$ cat src/rtl/game_pkg.sv
// Shared definitions for the game controller.
// - game_state_e and ST_*: FSM state codes. These codes also appear on the LEDR debug port.
// - bcd_digit_t: one packed BCD digit.
// - SCORE_MAX / LEVEL_MAX: saturation limits for the score and the wave counter.
package game_pkg;

  typedef logic [3:0] bcd_digit_t;

  typedef enum logic [1:0] {
    IDLE        = 2'd0,
    PLAYING     = 2'd1,
    LEVEL_CLEAR = 2'd2,
    GAME_OVER   = 2'd3
  } game_state_e;

  // Plain constants so the FSM can be held in a bare logic vector.
  localparam logic [1:0] ST_IDLE        = IDLE;
  localparam logic [1:0] ST_PLAYING     = PLAYING;
  localparam logic [1:0] ST_LEVEL_CLEAR = LEVEL_CLEAR;
  localparam logic [1:0] ST_GAME_OVER   = GAME_OVER;

  localparam logic [15:0] SCORE_MAX = 16'h9999;
  localparam logic [3:0]  LEVEL_MAX = 4'd15;

endpackage

$ cat src/rtl/bcd_inc4.sv
// Combinational 4-digit packed-BCD incrementer. The result saturates at 9999.
//   value_i [15:0]  current BCD value
//   en_i            add one when high; otherwise value_o follows value_i
//   value_o [15:0]  incremented, or unchanged, BCD value
module bcd_inc4
  import game_pkg::*;
(
  input  logic [15:0] value_i,
  input  logic        en_i,
  output logic [15:0] value_o
);

  logic       carry;
  bcd_digit_t dig;

  always_comb begin
    value_o = value_i;
    dig     = '0;
    // At the ceiling no carry is injected, so the value holds.
    carry   = en_i && (value_i != SCORE_MAX);
    for (int i = 0; i < 4; i++) begin
      dig = value_i[4*i +: 4];
      if (carry) begin
        if (dig == 4'd9) begin
          value_o[4*i +: 4] = 4'd0;
        end else begin
          value_o[4*i +: 4] = dig + 4'd1;
          carry             = 1'b0;
        end
      end
    end
  end

endmodule

$ cat src/rtl/game_controller.sv
// Game flow controller: frame tick generation, start-key edge detection, the
// IDLE/PLAYING/LEVEL_CLEAR/GAME_OVER state machine, BCD score, lives and wave count.
//
// Inputs:
//   Clk              system clock
//   Reset_n          asynchronous active-low reset
//   vsync            raw VGA vsync, asynchronous
//   keycode[7:0]     USB keycode; 8'h00 when no key is held
//   enemy_hit        one-cycle pulse for each enemy destroyed
//   player_hit       one-cycle pulse for each hit on the player
//   enemies_left[5:0] live enemy count
//   invaders_landed  level signal
//
// Outputs (all registered):
//   frame_tick       one-cycle pulse per frame
//   is_playing       high only in PLAYING
//   start            one-cycle pulse that (re)spawns the enemy wave
//   delete_enemies   one-cycle pulse that clears the enemy array
//   score[15:0]      4-digit BCD score
//   lives[1:0]       remaining lives
//   level[3:0]       wave number, binary
//   state[1:0]       FSM state code
module game_controller
  import game_pkg::*;
#(
  parameter logic [7:0]  START_KEY    = 8'h28,
  parameter int unsigned LIVES_INIT   = 3,
  parameter int unsigned CLEAR_FRAMES = 120
) (
  input  logic        Clk,
  input  logic        Reset_n,
  input  logic        vsync,
  input  logic [7:0]  keycode,
  input  logic        enemy_hit,
  input  logic        player_hit,
  input  logic [5:0]  enemies_left,
  input  logic        invaders_landed,
  output logic        frame_tick,
  output logic        is_playing,
  output logic        start,
  output logic        delete_enemies,
  output logic [15:0] score,
  output logic [1:0]  lives,
  output logic [3:0]  level,
  output logic [1:0]  state
);

  localparam int unsigned    CntW    = (CLEAR_FRAMES > 1) ? $clog2(CLEAR_FRAMES) : 1;
  localparam logic [CntW-1:0] CntLast = CntW'(CLEAR_FRAMES - 1);

  // vsync synchronizer and rising-edge detector.
  logic vs_sync1_q, vs_sync2_q, vs_prev_q;
  logic frame_tick_q;
  logic [7:0] key_prev_q;
  logic start_press;

  always_ff @(posedge Clk or negedge Reset_n) begin
    if (!Reset_n) begin
      vs_sync1_q   <= 1'b1;
      vs_sync2_q   <= 1'b1;
      vs_prev_q    <= 1'b1;
      frame_tick_q <= 1'b0;
      key_prev_q   <= 8'h00;
    end else begin
      vs_sync1_q   <= vsync;
      vs_sync2_q   <= vs_sync1_q;
      vs_prev_q    <= vs_sync2_q;
      frame_tick_q <= vs_sync2_q & ~vs_prev_q;
      key_prev_q   <= keycode;
    end
  end

  // A held key never retriggers: only the first cycle of START_KEY counts.
  assign start_press = (keycode == START_KEY) && (key_prev_q != START_KEY);

  // Game state.
  logic [1:0]      state_q, state_d;
  logic [15:0]     score_q, score_d, score_inc;
  logic [1:0]      lives_q, lives_d;
  logic [3:0]      level_q, level_d;
  logic            armed_q, armed_d;
  logic [CntW-1:0] clr_cnt_q, clr_cnt_d;
  logic            start_q, start_d;
  logic            delete_q, delete_d;
  logic            is_playing_q, is_playing_d;
  logic            game_over;

  bcd_inc4 u_bcd_inc4 (
    .value_i (score_q),
    .en_i    (enemy_hit),
    .value_o (score_inc)
  );

  always_comb begin
    state_d      = state_q;
    score_d      = score_q;
    lives_d      = lives_q;
    level_d      = level_q;
    armed_d      = armed_q;
    clr_cnt_d    = clr_cnt_q;
    start_d      = 1'b0;
    delete_d     = 1'b0;
    game_over    = 1'b0;

    case (state_q)
      ST_IDLE, ST_GAME_OVER: begin
        if (start_press) begin
          state_d   = ST_PLAYING;
          start_d   = 1'b1;
          score_d   = 16'h0000;
          lives_d   = 2'(LIVES_INIT);
          level_d   = 4'd1;
          armed_d   = 1'b0;
          clr_cnt_d = '0;
        end
      end
      ST_PLAYING: begin
        // Scoring is independent of any simultaneous state change.
        score_d = score_inc;
        // The enemy count is trusted only after one full frame in this wave.
        if (frame_tick_q) armed_d = 1'b1;
        game_over = invaders_landed || (player_hit && (lives_q == 2'd1));
        if (game_over) begin
          state_d  = ST_GAME_OVER;
          lives_d  = 2'd0;
          delete_d = 1'b1;
        end else begin
          if (player_hit && (lives_q != 2'd0)) lives_d = lives_q - 2'd1;
          if (armed_q && (enemies_left == 6'd0)) begin
            state_d   = ST_LEVEL_CLEAR;
            clr_cnt_d = '0;
          end
        end
      end
      ST_LEVEL_CLEAR: begin
        if (frame_tick_q) begin
          if (clr_cnt_q == CntLast) begin
            state_d   = ST_PLAYING;
            start_d   = 1'b1;
            armed_d   = 1'b0;
            clr_cnt_d = '0;
            level_d   = (level_q == LEVEL_MAX) ? level_q : level_q + 4'd1;
          end else begin
            clr_cnt_d = clr_cnt_q + CntW'(1);
          end
        end
      end
      default: ;
    endcase

    is_playing_d = (state_d == ST_PLAYING);
  end

  always_ff @(posedge Clk or negedge Reset_n) begin
    if (!Reset_n) begin
      state_q      <= ST_IDLE;
      score_q      <= 16'h0000;
      lives_q      <= 2'd0;
      level_q      <= 4'd0;
      armed_q      <= 1'b0;
      clr_cnt_q    <= '0;
      start_q      <= 1'b0;
      delete_q     <= 1'b0;
      is_playing_q <= 1'b0;
    end else begin
      state_q      <= state_d;
      score_q      <= score_d;
      lives_q      <= lives_d;
      level_q      <= level_d;
      armed_q      <= armed_d;
      clr_cnt_q    <= clr_cnt_d;
      start_q      <= start_d;
      delete_q     <= delete_d;
      is_playing_q <= is_playing_d;
    end
  end

  assign frame_tick     = frame_tick_q;
  assign is_playing     = is_playing_q;
  assign start          = start_q;
  assign delete_enemies = delete_q;
  assign score          = score_q;
  assign lives          = lives_q;
  assign level          = level_q;
  assign state          = state_q;

endmodule
$ cat config.mk
export PLATFORM = sky130hd
export DESIGN_NAME = game_controller
export DESIGN_NICKNAME = d
export VERILOG_FILES = /design/src/rtl/game_pkg.sv /design/src/rtl/bcd_inc4.sv /design/src/rtl/game_controller.sv
export SDC_FILE = /design/constraint.sdc
export NUM_CORES = 1
export LEC_CHECK = 0
export CAP_MARGIN = 30
export CORE_AREA = 3 3 77 79
export DETAILED_ROUTE_END_ITERATION = 7
export DIE_AREA = 0 0 80 82
export PLACE_DENSITY = 0.75
export SKIP_CTS_REPAIR_TIMING = 1
export SLEW_MARGIN = 20
export SYNTH_ARGS = -nofsm -noshare
export SYNTH_HDL_FRONTEND = slang
export SYNTH_SLANG_ARGS = --single-unit
$ cat constraint.sdc
create_clock -name Clk -period 2.2 [get_ports Clk]
set_input_delay 0.66 -clock Clk [delete_from_list [all_inputs] [get_ports Clk]]
set_output_delay 0.66 -clock Clk [all_outputs]
set_load 0.05 [all_outputs]
==> impl_metrics.toml, run 1 <==
[synth]
ys_ff_latch = 47
syn_area_um2 = 2490
synth-main-ff-cell = "dfrtp_1"
syn_avg_cell_area_um2 = 10.2
synthCells = 244
ys_types = 51
yosysTopAreaCell = "dfrtp_1"
synth_edf_count = 0
synth-simple-area-share_pct = 22.2
synth_compound_area_share_pct = 18.8
synth_top_family_by_area = "simple AND/OR/NAND/NOR gates"
synthArstFlopShare_pct = 100
synthesis.nets = 278
synth_fa_ha_area_share_pct = 7.02
muxShareOfSynthArea_pct = 1.35
seq_area_frac_synth_pct = 47.3
synth_xor_xnor_area_share_pct = 0
synth_top_area_share_pct = 44.1
ys_warn_count = 0
synthTopCellsByArea = "dfrtp_1 (44%), ha_1 (7.0%), nand2_1 (4.7%), dfstp_2 (3.2%), o21ai_0 (3.0%)"

[place]
place_congestion = 0.848
dpl_cell_area_um2 = 3160
dp.cells = 382
dp_hpwl_um = 4190
port_buffers = 47

[cells_and_area]
final_area_um2 = 3410
nNetsFinal = 354
most-common-layout-cells = "buf_4 (51), dfrtp_1 (42), nand2_1 (31), nor2_1 (17), dlymetal6s2s_1 (16)"
drive_gt1_share_pct = 26.8
stdcell_count = 393
syn_to_final_growth_pct = 36.8
multiInputGateArea_um2 = 1290
fillCellCount = 445
layout.cells.most_common = "buf_4"
regArea_um2 = 1180
antenna_cells_inserted = 0

[detailed_routing]
viasPerCell = 5.54
totalWireLength_um = 5600
drtPass1Iterations = 4
num_vias = 2179
ant_nets = 0
drt_iter0_markers = 165
drc = 0
avgRoutedWirePerCell_um = 14.3

[clock_network]
htreeDepth = 2
numClockSinks = 47
clockRootBuffer = "clkbuf_8"
clk_latency_ns = 0.30
max-clock-path-buffers = 2
path_clk_slew_ns = 0.09
cts_tree = "built"
numCtsBuffers = 5

[die]
core_area_um2 = 5410
die_w_um = 80
rows = 27
start_util_pct = 46.2
pin_count = 48
die_area_um2 = 6560
dieHeight_um = 82

[status]
status = "complete, no violations"

[pwr]
pwr_density_cell_nw_per_um2 = 1350
peakVddDrop_v = 0.000959
leakagePower_uw = 0.00169
power.total_uw = 4610

[worst_setup_path]
critPathKind = "primary input to flop"
required_ns = 2.41
worstPathArrival_ns = 2.38
crit_path_end_kind = "flop"
startpoint_type = "primary input"
critPathMaxFanout = 5

[global_routing]
antenna_found_initial = 0
grt-ovfl-total = 0
grt_max_degree = 48
grt_pass1_vias = 2006
grt_pass1_wl_um = 9120
grt_use_total_pct = 17.8

[timing]
tightest_slew_ns = 0.548
post-route-period-util_pct = 98.6
max_freq_ghz = 0.461
slew_headroom_pct = 63.1
fin_tns_setup_ns = 0
timing.hold.ws_ns = 0.321
setup_viol = 0
min_period_ns = 2.17
slew_viol_final = 0
finalHoldViolations = 0
skew_ns = 0.00676

[min_path]
hp-class = "primary input to asynchronous set/reset pin"

[job]
maxCapViolCount = 0
[synth_stat cells (all sizes together), types with 4 or more instances]
master and count:
dfrtp 44, nand2 31, nor2 17, o21ai 16, ha 14, inv 14, nand3 14, o31ai 7
a22o 6, clkbuf 5, nor3 5, nand3b 4, nand4 4, o41ai 4
[per-layer routing]
metal,GRT usage [%],up-vias,routed length [um]
li1,-,1063,-
met1,23.4,1061,2610
met2,29.1,49,2700
met3,3.95,6,229
met4,6.25,0,60
met5,0,-,0
[through the flow]
step	utilization [%]	worst slack (ns)
floorplan	-	0.0151
global placement	58.5	-0.434
detailed placement	58.5	-0.533
CTS	61.0	-0.212
global route	63.1	-0.0129
finish	63.1	0.0309
[registers in the layout, indices dropped and copies added (netlist names)]
signal and count:
lives 2, vs_sync1_q 1, frame_tick 1, armed_q 1, state 2, delete_enemies 1
score 16, vs_prev_q 1, clr_cnt_q 7, is_playing 1, level 4, start 1
vs_sync2_q 1, key_prev_q 8
[worst paths after layout]
check                                     start           end  slack [ns]  depth (start not counted)
worst max-delay path            enemies_left[1]  clr_cnt_q[6]        0.03                          6
worst min-delay path                    Reset_n  clr_cnt_q[0]        0.32                          2
worst max register to register         state[0]  clr_cnt_q[6]        0.07                          6
worst min register to register       vs_sync1_q    vs_sync2_q        0.36                          0
max in group asynchronous               Reset_n    vs_sync1_q        1.60                          2
min in group Clk                     vs_sync1_q    vs_sync2_q        0.36                          0
[final cells by class]
type | instances | share of cell area [%]
clock buffer | 6 | 2.13
clock inverter | 2 | 1.76
inverter | 14 | 1.54
sequential | 47 | 34.6
tap | 72 | 2.64
timing repair buffer | 75 | 19.6
multi-input combinational | 177 | 37.7
[power breakdown]
part | switching, uW | internal [uW] | leakage [uW]
Sequential | 227 | 1080 | 0.000587
Combinational | 1560 | 999 | 0.00103
Clock | 291 | 454 | 0.0000654
Total | 2080 | 2530 | 0.00169
[worst max-delay path: stages]
cell             delay [ns]
clkdlybuf4s50_1        0.44
nor3_4                 0.21
a31oi_4                0.12
a221o_2                0.37
or2_4                  0.29
o41ai_2                0.30
[logic make-up (layout without fill, tap and decap cells)]
| group | after synthesis | in the layout |
|---|---|---|
| flops | 47 | 47 |
| mux | 3 | 3 |
| simple gates | 100 | 100 |
| buf+inv | 20 | 97 |
| fa+ha+maj | 14 | 14 |
| compound gates | 60 | 60 |
Note: power is estimated with default switching activity, not from simulation.
==> run 2: changes to the inputs <==
--- a/config.mk
+++ b/config.mk
@@ -15,3 +15,4 @@
 export SYNTH_ARGS = -nofsm -noshare
 export SYNTH_HDL_FRONTEND = slang
 export SYNTH_SLANG_ARGS = --single-unit
+export TNS_END_PERCENT = 30
==> constraint.sdc (replaced) <==
create_clock -name Clk -period 2.2 [get_ports Clk]
set_input_delay 0.66 -clock Clk [delete_from_list [all_inputs] [get_ports Clk]]
set_output_delay 0.66 -clock Clk [all_outputs]
set_load 0.02 [all_outputs]
==> run 2 against run 1 <==
  * Flip-flop and latch count unchanged
  * Count of clock-buffer cells in the layout shrank 1
  * Worst hold slack improved by 0.040 ns
  * Highest routed layer unchanged
  * Power is 11% lower
  * Maximum frequency is 0.84% higher
  * Register-to-register slack improved by 0.07 ns
  * Combinational power decreased by 11%
  * Sequential share of layout area shrank 0.25 points
  * Critical path depth up 1
  * Wire length increased by 1.0%
  * Largest cell class unchanged
  * Non-clock buffer count unchanged
==> impl_metrics.toml, run 2 (synthesized netlist as in run 1, its figures left out) <==
[timing]
max_freq_ghz = 0.465
tightest_slew_ns = 0.595
final.setup.worst_slack_ns = 0.0490
post-route-period-util_pct = 97.8
fin_tns_setup_ns = 0
slew_headroom_pct = 60.3
min_period_ns = 2.15
setup_viol = 0
skew_ns = 0.00998
timing.hold.ws_ns = 0.361
finalHoldViolations = 0
slew_viol_final = 0

[pwr]
sw_frac_of_total_pct = 42.2
p_int_uw = 2380
power_frac_comb_pct = 55.6
peakVddDrop_v = 0.000732
seqPwrFrac_pct = 31.4
power_frac_clock_pct = 12.9
leakagePower_uw = 0.00163
netSwitchingPower_uw = 1730
pwr_density_cell_nw_per_um2 = 1200

[job]
maxCapViolCount = 0

[cells_and_area]
nNetsFinal = 354
layout.cells.most_common = "dfrtp_1"
largest_reg_flops = 16
syn_to_final_growth_pct = 37.5
fillCellCount = 455
most-common-layout-cells = "dfrtp_1 (44), clkdlybuf4s50_1 (35), nand2_1 (31), buf_4 (28), nor2_1 (17)"
antenna_cells_inserted = 0
drive_gt1_share_pct = 19.6

[clock_network]
htreeDepth = 2
cts_tree = "built"
clockRootBuffer = "clkbuf_8"
max-clock-path-buffers = 2
numClockSinks = 47
clk_latency_ns = 0.30
numCtsBuffers = 5
path_clk_slew_ns = 0.09

[min_path]
hp-class = "flop to flop"
min_to = "vs_sync2_q"
hp-start = "vs_sync1_q"
whs_path_depth = 0

[place]
port_buffers = 47
post-place-ws_ns = -0.513
place_congestion = 0.838
dp_hpwl_um = 4060

[detailed_routing]
drt_iter0_markers = 131
totalWireLength_um = 5660
viasPerCell = 5.54
avgRoutedWirePerCell_um = 14.4
drc = 0
drtPass1Iterations = 4
ant_nets = 0
num_vias = 2176

[worst_setup_path]
worstPathArrival_ns = 2.39
rr_worst_depth = 6
crit_slowest_cell = "clkdlybuf4s50_1"
critPathMaxFanout = 5
r2r_setup_slack_ns = 0.14
r2r_end = "score[3]"
crit-reg2reg-launch = "state[1]"
path_cells = "clkdlybuf4s50_1, nor3_4, a31oi_4, a221o_1, buf_4, o31ai_1, a22o_1"
required_ns = 2.44
startpoint_type = "primary input"
max_stage_delay_ns = 0.44
crit_path_end_kind = "flop"
critPathKind = "primary input to flop"

[die]
die_w_um = 80
die_area_um2 = 6560
dieHeight_um = 82
pin_count = 48
core_area_um2 = 5410
rows = 27
start_util_pct = 46.2

[status]
status = "complete, no violations"

[global_routing]
grt_max_degree = 48
grt_pass1_wl_um = 9320
grt-ovfl-total = 0
grt_use_total_pct = 17.6
antenna_found_initial = 0
grt_pass1_vias = 2061
run 2: cell count changes in the layout (fill, tap and decap cells not counted), moves of 2 or more:
| cell | change |
|---|---|
| buf_4 | -23 |
| bufinv_16 | -2 |
| clkdlybuf4s50_1 | +29 |
| dfrtp_1 | +2 |
| dfrtp_2 | -2 |
| dlymetal6s2s_1 | -5 |
| inv_6 | +2 |
run 2: power by group through the flow:
| stage | logic (uW) | registers (uW) | clock network (uW) |
|---|---|---|---|
| 5_1_grt | 2510 | 1330 | 587 |
| 3_5_place_dp | 2160 | 1300 | 0 |
| 4_1_cts | 2180 | 1290 | 544 |
| 2_1_floorplan | 1040 | 1480 | 0 |
| 6_report | 2290 | 1290 | 531 |
| 3_3_place_gp | 2130 | 1300 | 0 |
run 2: area by class of cell:
class / count / area [um2] / area share [%]
multi-input cells: 177 / 1310 / 38.3
clock buffers: 5 / 68.8 / 2.01
inverters: 14 / 52.6 / 1.53
clock inverters: 3 / 22.5 / 0.656
repair buffers: 75 / 703 / 20.5
flip-flops and latches: 47 / 1180 / 34.4
well taps: 72 / 90.1 / 2.63
run 2: worst max-delay path by stage:
stage | cells past startpoint | end | start
2_1_floorplan | 8 | score[11] | state[0]
3_3_place_gp | 7 | score[3] | keycode[1]
3_5_place_dp | 7 | score[3] | keycode[1]
4_1_cts | 7 | score[11] | keycode[1]
5_1_grt | 6 | clr_cnt_q[5] | player_hit
6_report | 7 | clr_cnt_q[4] | enemies_left[3]
run 2: worst max-delay path: cells and delay by family:
family                 cells  cell delay [ns]
and+or+nand+nor            1             0.27
AOI/OAI and AO/OA          4             0.84
buffers and inverters      2             0.61
run 2: per-layer routing:
| metal | global-route usage [%] | wire, um | part of all wire [%] |
|---|---|---|---|
| met1 | 24.3 | 2600 | 46 |
| met2 | 29.3 | 2820 | 50 |
| met3 | 2.74 | 183 | 3.2 |
| met4 | 4.05 | 49 | 0.87 |
| met5 | 0 | 0 | 0 |
run 2: through the flow:
step,total power [uW],cells,cell area (um2),util (%)
floorplan,2520,244,2500,-
global placement,3430,383,3220,59.5
detailed placement,3470,383,3220,59.5
CTS,4020,391,3310,61.2
global route,4430,393,3430,63.5
finish,4110,393,3430,63.5
==> edit 1 (flow settings as in run 2) <==
The parameter `CLEAR_FRAMES` goes from 120 to 60.
--- a/src/rtl/game_controller.sv
+++ b/src/rtl/game_controller.sv
@@ -25,7 +25,7 @@
 #(
   parameter logic [7:0]  START_KEY    = 8'h28,
   parameter int unsigned LIVES_INIT   = 3,
-  parameter int unsigned CLEAR_FRAMES = 120
+  parameter int unsigned CLEAR_FRAMES = 60
 ) (
   input  logic        Clk,
   input  logic        Reset_n,
Check against the original RTL: same outputs for any inputs over 4 cycles, from zero or initial values and one cycle with Reset_n low; that may be too few to reach the edited logic, so the function may still have changed.
==> edit 1 against run 2 <==
  * Cell area is 0.29% lower
  * Clock skew rose by 7.6 ps
  * Final cell count is 1.3% lower
  * Count of clock-buffer cells in the layout up 2
  * Critical path depth decreased by 1
  * Worst hold slack got worse by 1.5 ps
  * Wire length unchanged
  * Worst setup slack worse by 20 ps
  * First-iteration DRC count fell by 13%
  * Area after synthesis rose by 1.0%
  * Sequential cell count is 1 lower
  * Total power is 2.1% higher
  * Core utilization fell by 0.19 points
  * Critical endpoint is now is_playing
  * Largest cell class unchanged
==> edit 1: results (changes against run 2) <==
Critical Path Slowest Stage Cell: clkdlybuf4s50_1
Largest stage delay, worst path: 410 ps (-30 ps)
Clock Path Buffers: 2 (unchanged)
hold depth: 0 (unchanged)
GRT Total Usage: 17.9% (+0.28 points)
Net count, final: 349 (-1.4%)
synth cell count leaders: dfrtp_1 (43), nand2_1 (30), inv_1 (17)
part of the Yosys area used for sequential elements: 45.8% (-1.5 points)
layout cells sized above 1: 18.7% (-0.96 points)
Antenna Cells: 0 (unchanged)
vias in the first global route: 2032 (-1.4%)
CP Max Fanout: 3 (-2)
count of cell types in the netlist: 54 (+5.9%)
htree depth: 2 (unchanged)
pin count of the biggest net entering global routing: 47 (-2.1%)
Post-Syn Nets: 277 (-0.36%)
synth top area cells: dfrtp_1 (43%), ha_1 (7.0%), nand2_1 (4.5%), dfstp_2 (3.1%), inv_1 (2.5%)
WP data arrival: 2350 ps (-40 ps)
initial DRC count: 114 (-13%)
vias per cell: 5.51 (-0.53%)
Leakage: 1.61 nW (-1.4%)
initial antenna violation count: 0 (unchanged)
Hold Crit Class: reg2reg
Largest register FFs: 16 (unchanged)
Placed Instance Area: 3220 µm² (+0.16%)
run status: completed
clock latency on the worst-skew pair: 310 ps
port bufs: 47 (unchanged)
fraction of registers with async set/reset: 100% (unchanged)
hpwl dp: 4110 µm (+1.3%)
first-pass GRT wire length: 9180 µm (-1.5%)
max-slew violations: 0 (unchanged)
Clock Pin Slew Worst Setup and Hold Paths: 70 ps (-20 ps)
CP top delay family: compound AO/OA/AOI/OAI gates
Num CTS Buffers: 5 (unchanged)
RePlAce Congestion: 0.811 (-3.3%)
VDD IR max: 0.000667 V (-8.9%)
drt pass-1 iters: 4 (unchanged)
Max-slew headroom: 61.5% (+1.2 points)
fill count: 429 (-5.7%)
routed len/inst: 14.6 µm (+1.3%)
CTS root buf: clkbuf_8
worst reg2reg path depth: 7 (+1)
DP Worst Slack: -504 ps (+8.92 ps)
clk_skew: 17.6 ps (+7.63 ps)
## edit 1: changes by cell type after synthesis, moves of 3 or more
cell,before,now
and2_1,0,3
o31ai_1,7,4
nor2_1,17,11
a21oi_1,3,6
inv_1,14,17
o22ai_4,0,3
o22ai_1,0,3
o21ai_0,15,9
## edit 1: per-layer routing
metal	global-route usage [%]	up-vias	share of wire, %
met1	21.1	1028	43
met2	31.9	57	51
met3	3.51	15	3.8
met4	7.26	0	2.3
met5	0	-	0
li1	-	1037	-
## edit 1: cell type report
class	count	area, µm²	area share [%]
multi-input combinational	174	1320	38.6
sequential	46	1150	33.8
timing repair buffer	71	701	20.5
tap	72	90.1	2.63
clock buffer	7	86.3	2.52
inverter	17	63.8	1.87
clock inverter	1	5.00	0.146
## edit 1: final timing paths
path	slack, ps	startpoint	endpoint
max	30	enemies_left[3]	is_playing
min	360	vs_sync1_q	vs_sync2_q
max reg2reg	60	state[0]	score[7]
min reg2reg	360	vs_sync1_q	vs_sync2_q
max in group asynchronous	1370	Reset_n	key_prev_q[1]
min in group asynchronous	420	Reset_n	clr_cnt_q[5]
## edit 1: cell families after synthesis
logic type	after synthesis	share of synthesized area, %
buf+inv	23	3.53
compound gates	58	19.2
fa+ha+maj	14	6.95
simple gates	97	22.3
flops	46	45.8
mux	5	2.18
## edit 1: stage by stage
stage,util (%),instances
after floorplan,-,243
after global placement,59.6,377
after global routing,63.3,388
after detailed placement,59.6,377
after CTS,61.3,385
final,63.3,388
## edit 1: power breakdown
group | total, mW | switching [mW] | internal [mW]
registers | 1.29 | 0.237 | 1.06
logic | 2.36 | 1.24 | 1.13
clock network | 0.538 | 0.285 | 0.254
==> edit 2 (settings of run 2) <==
Without the edit above. Remove the register `delete_q`: a continuous assignment takes its place, so the output `delete_enemies` follows one clock earlier.
--- a/src/rtl/game_controller.sv
+++ b/src/rtl/game_controller.sv
@@ -160,7 +160,6 @@
       armed_q      <= 1'b0;
       clr_cnt_q    <= '0;
       start_q      <= 1'b0;
-      delete_q     <= 1'b0;
       is_playing_q <= 1'b0;
     end else begin
       state_q      <= state_d;
@@ -170,10 +169,11 @@
       armed_q      <= armed_d;
       clr_cnt_q    <= clr_cnt_d;
       start_q      <= start_d;
-      delete_q     <= delete_d;
       is_playing_q <= is_playing_d;
     end
   end
+
+  assign delete_q = delete_d;
 
   assign frame_tick     = frame_tick_q;
   assign is_playing     = is_playing_q;
Function: changed (a bounded check fails within 4 cycles, from zero or initial values and one cycle with Reset_n low).
==> edit 2 against run 2 <==
  * Highest routed layer unchanged
  * Total power is 8.1% higher
  * Register-to-register slack lost 90 ps
  * Critical path type unchanged
  * The flow now finishes with violations (negative setup slack)
  * Die area unchanged
  * Area after synthesis is 2.3% lower
  * Sequential cell count decreased by 1
  * Cell area up 0.36%
  * Worst setup slack worse by 120 ps
  * Wire length decreased by 2.3%
  * Critical endpoint is now clr_cnt_q[6]
==> edit 2: results (changes against run 2) <==
vias in the first global route: 1920 (-6.8%)
power per cell area: 1290 nW/µm² (+7.7%)
Non-clock buffering overhead: 20.4% (-0.074 points)
Post-Route Utilization: 63.7% (+0.23 points)
Compound-Gate Fraction of Synth Area: 18.4% (-0.39 points)
setup_tns: -228 ps (-228 ps)
worst r2r src: lives[1]
mux cell area share after synthesis: 3.54% (+2.2 points)
Synth-to-Final Area Change: 41.2%
Net count, final: 348 (-1.7%)
synth top area cells: dfrtp_1 (44%), ha_1 (7.2%), nand2_1 (3.4%), dfstp_2 (3.2%), o21ai_0 (2.9%)
r2r setup slk: 50 ps (-90 ps)
Setup crit start: enemies_left[5]
FF-to-FF End: clr_cnt_q[6]
synth cell count leaders: dfrtp_1 (43), nand2_1 (22), inv_1 (16)
clk_skew: 8.55 ps (-1.44 ps)
Layout clock area frac: 4.00% (+1.3 points)
Worst Tran Pin Value: 590 ps (-4.36 ps)
post-synthesis adder-cell area fraction: 7.18% (+0.16 points)
failing checks: negative setup slack
pin count of the biggest net entering global routing: 47 (-2.1%)
part of the Yosys area used for sequential elements: 47.4% (+0.066 points)
final setup fails: 5 (+5)
combinational gate power: 2.44 mW (+7%)
fill count: 434 (-4.6%)
first-pass GRT wire length: 8840 µm (-5.2%)
final WL: 5530 µm (-2.3%)
run status: finished, violations left
hpwl dp: 3880 µm (-4.4%)
Largest stage delay, worst path: 530 ps (+90 ps)
RePlAce Congestion: 0.818 (-2.4%)
worst setup margin: -75.5 ps (-125 ps)
FF+latch area: 1150 µm² (-2.1%)
initial DRC count: 103 (-21%)
Cell Area, Synth: 2440 µm² (-2.3%)
[edit 2: changes by cell type in the layout (fill, tap and decap cells not counted), moves of 3 or more]
cell | run 2 | this run
clkdlybuf4s50_1 | 35 | 30
a21oi_1 | 2 | 5
o2111ai_1 | 0 | 3
nand2_1 | 31 | 22
or3_4 | 0 | 4
mux2i_1 | 0 | 3
a21oi_2 | 1 | 5
nor2_1 | 17 | 10
[edit 2: routing by layer]
layer	share of wire, %	global-route usage [%]	vias up	wire length [µm]
met3	5.7	4.17	9	316
met4	1.4	5.24	0	78
li1	-	-	1040	-
met5	0	0	-	0
met1	49	24.7	985	2710
met2	44	25.2	63	2430
[edit 2: worst reg2reg max path, delay by kind of cell (launching register included)]
kind / cells / cell delay [ps]
AO/OA/AOI/OAI: 4 / 1080
AND/OR/NAND/NOR: 1 / 390
buffers and inverters: 1 / 70
flip-flops: 1 / 380
adder cells (fa/ha/maj): 1 / 170
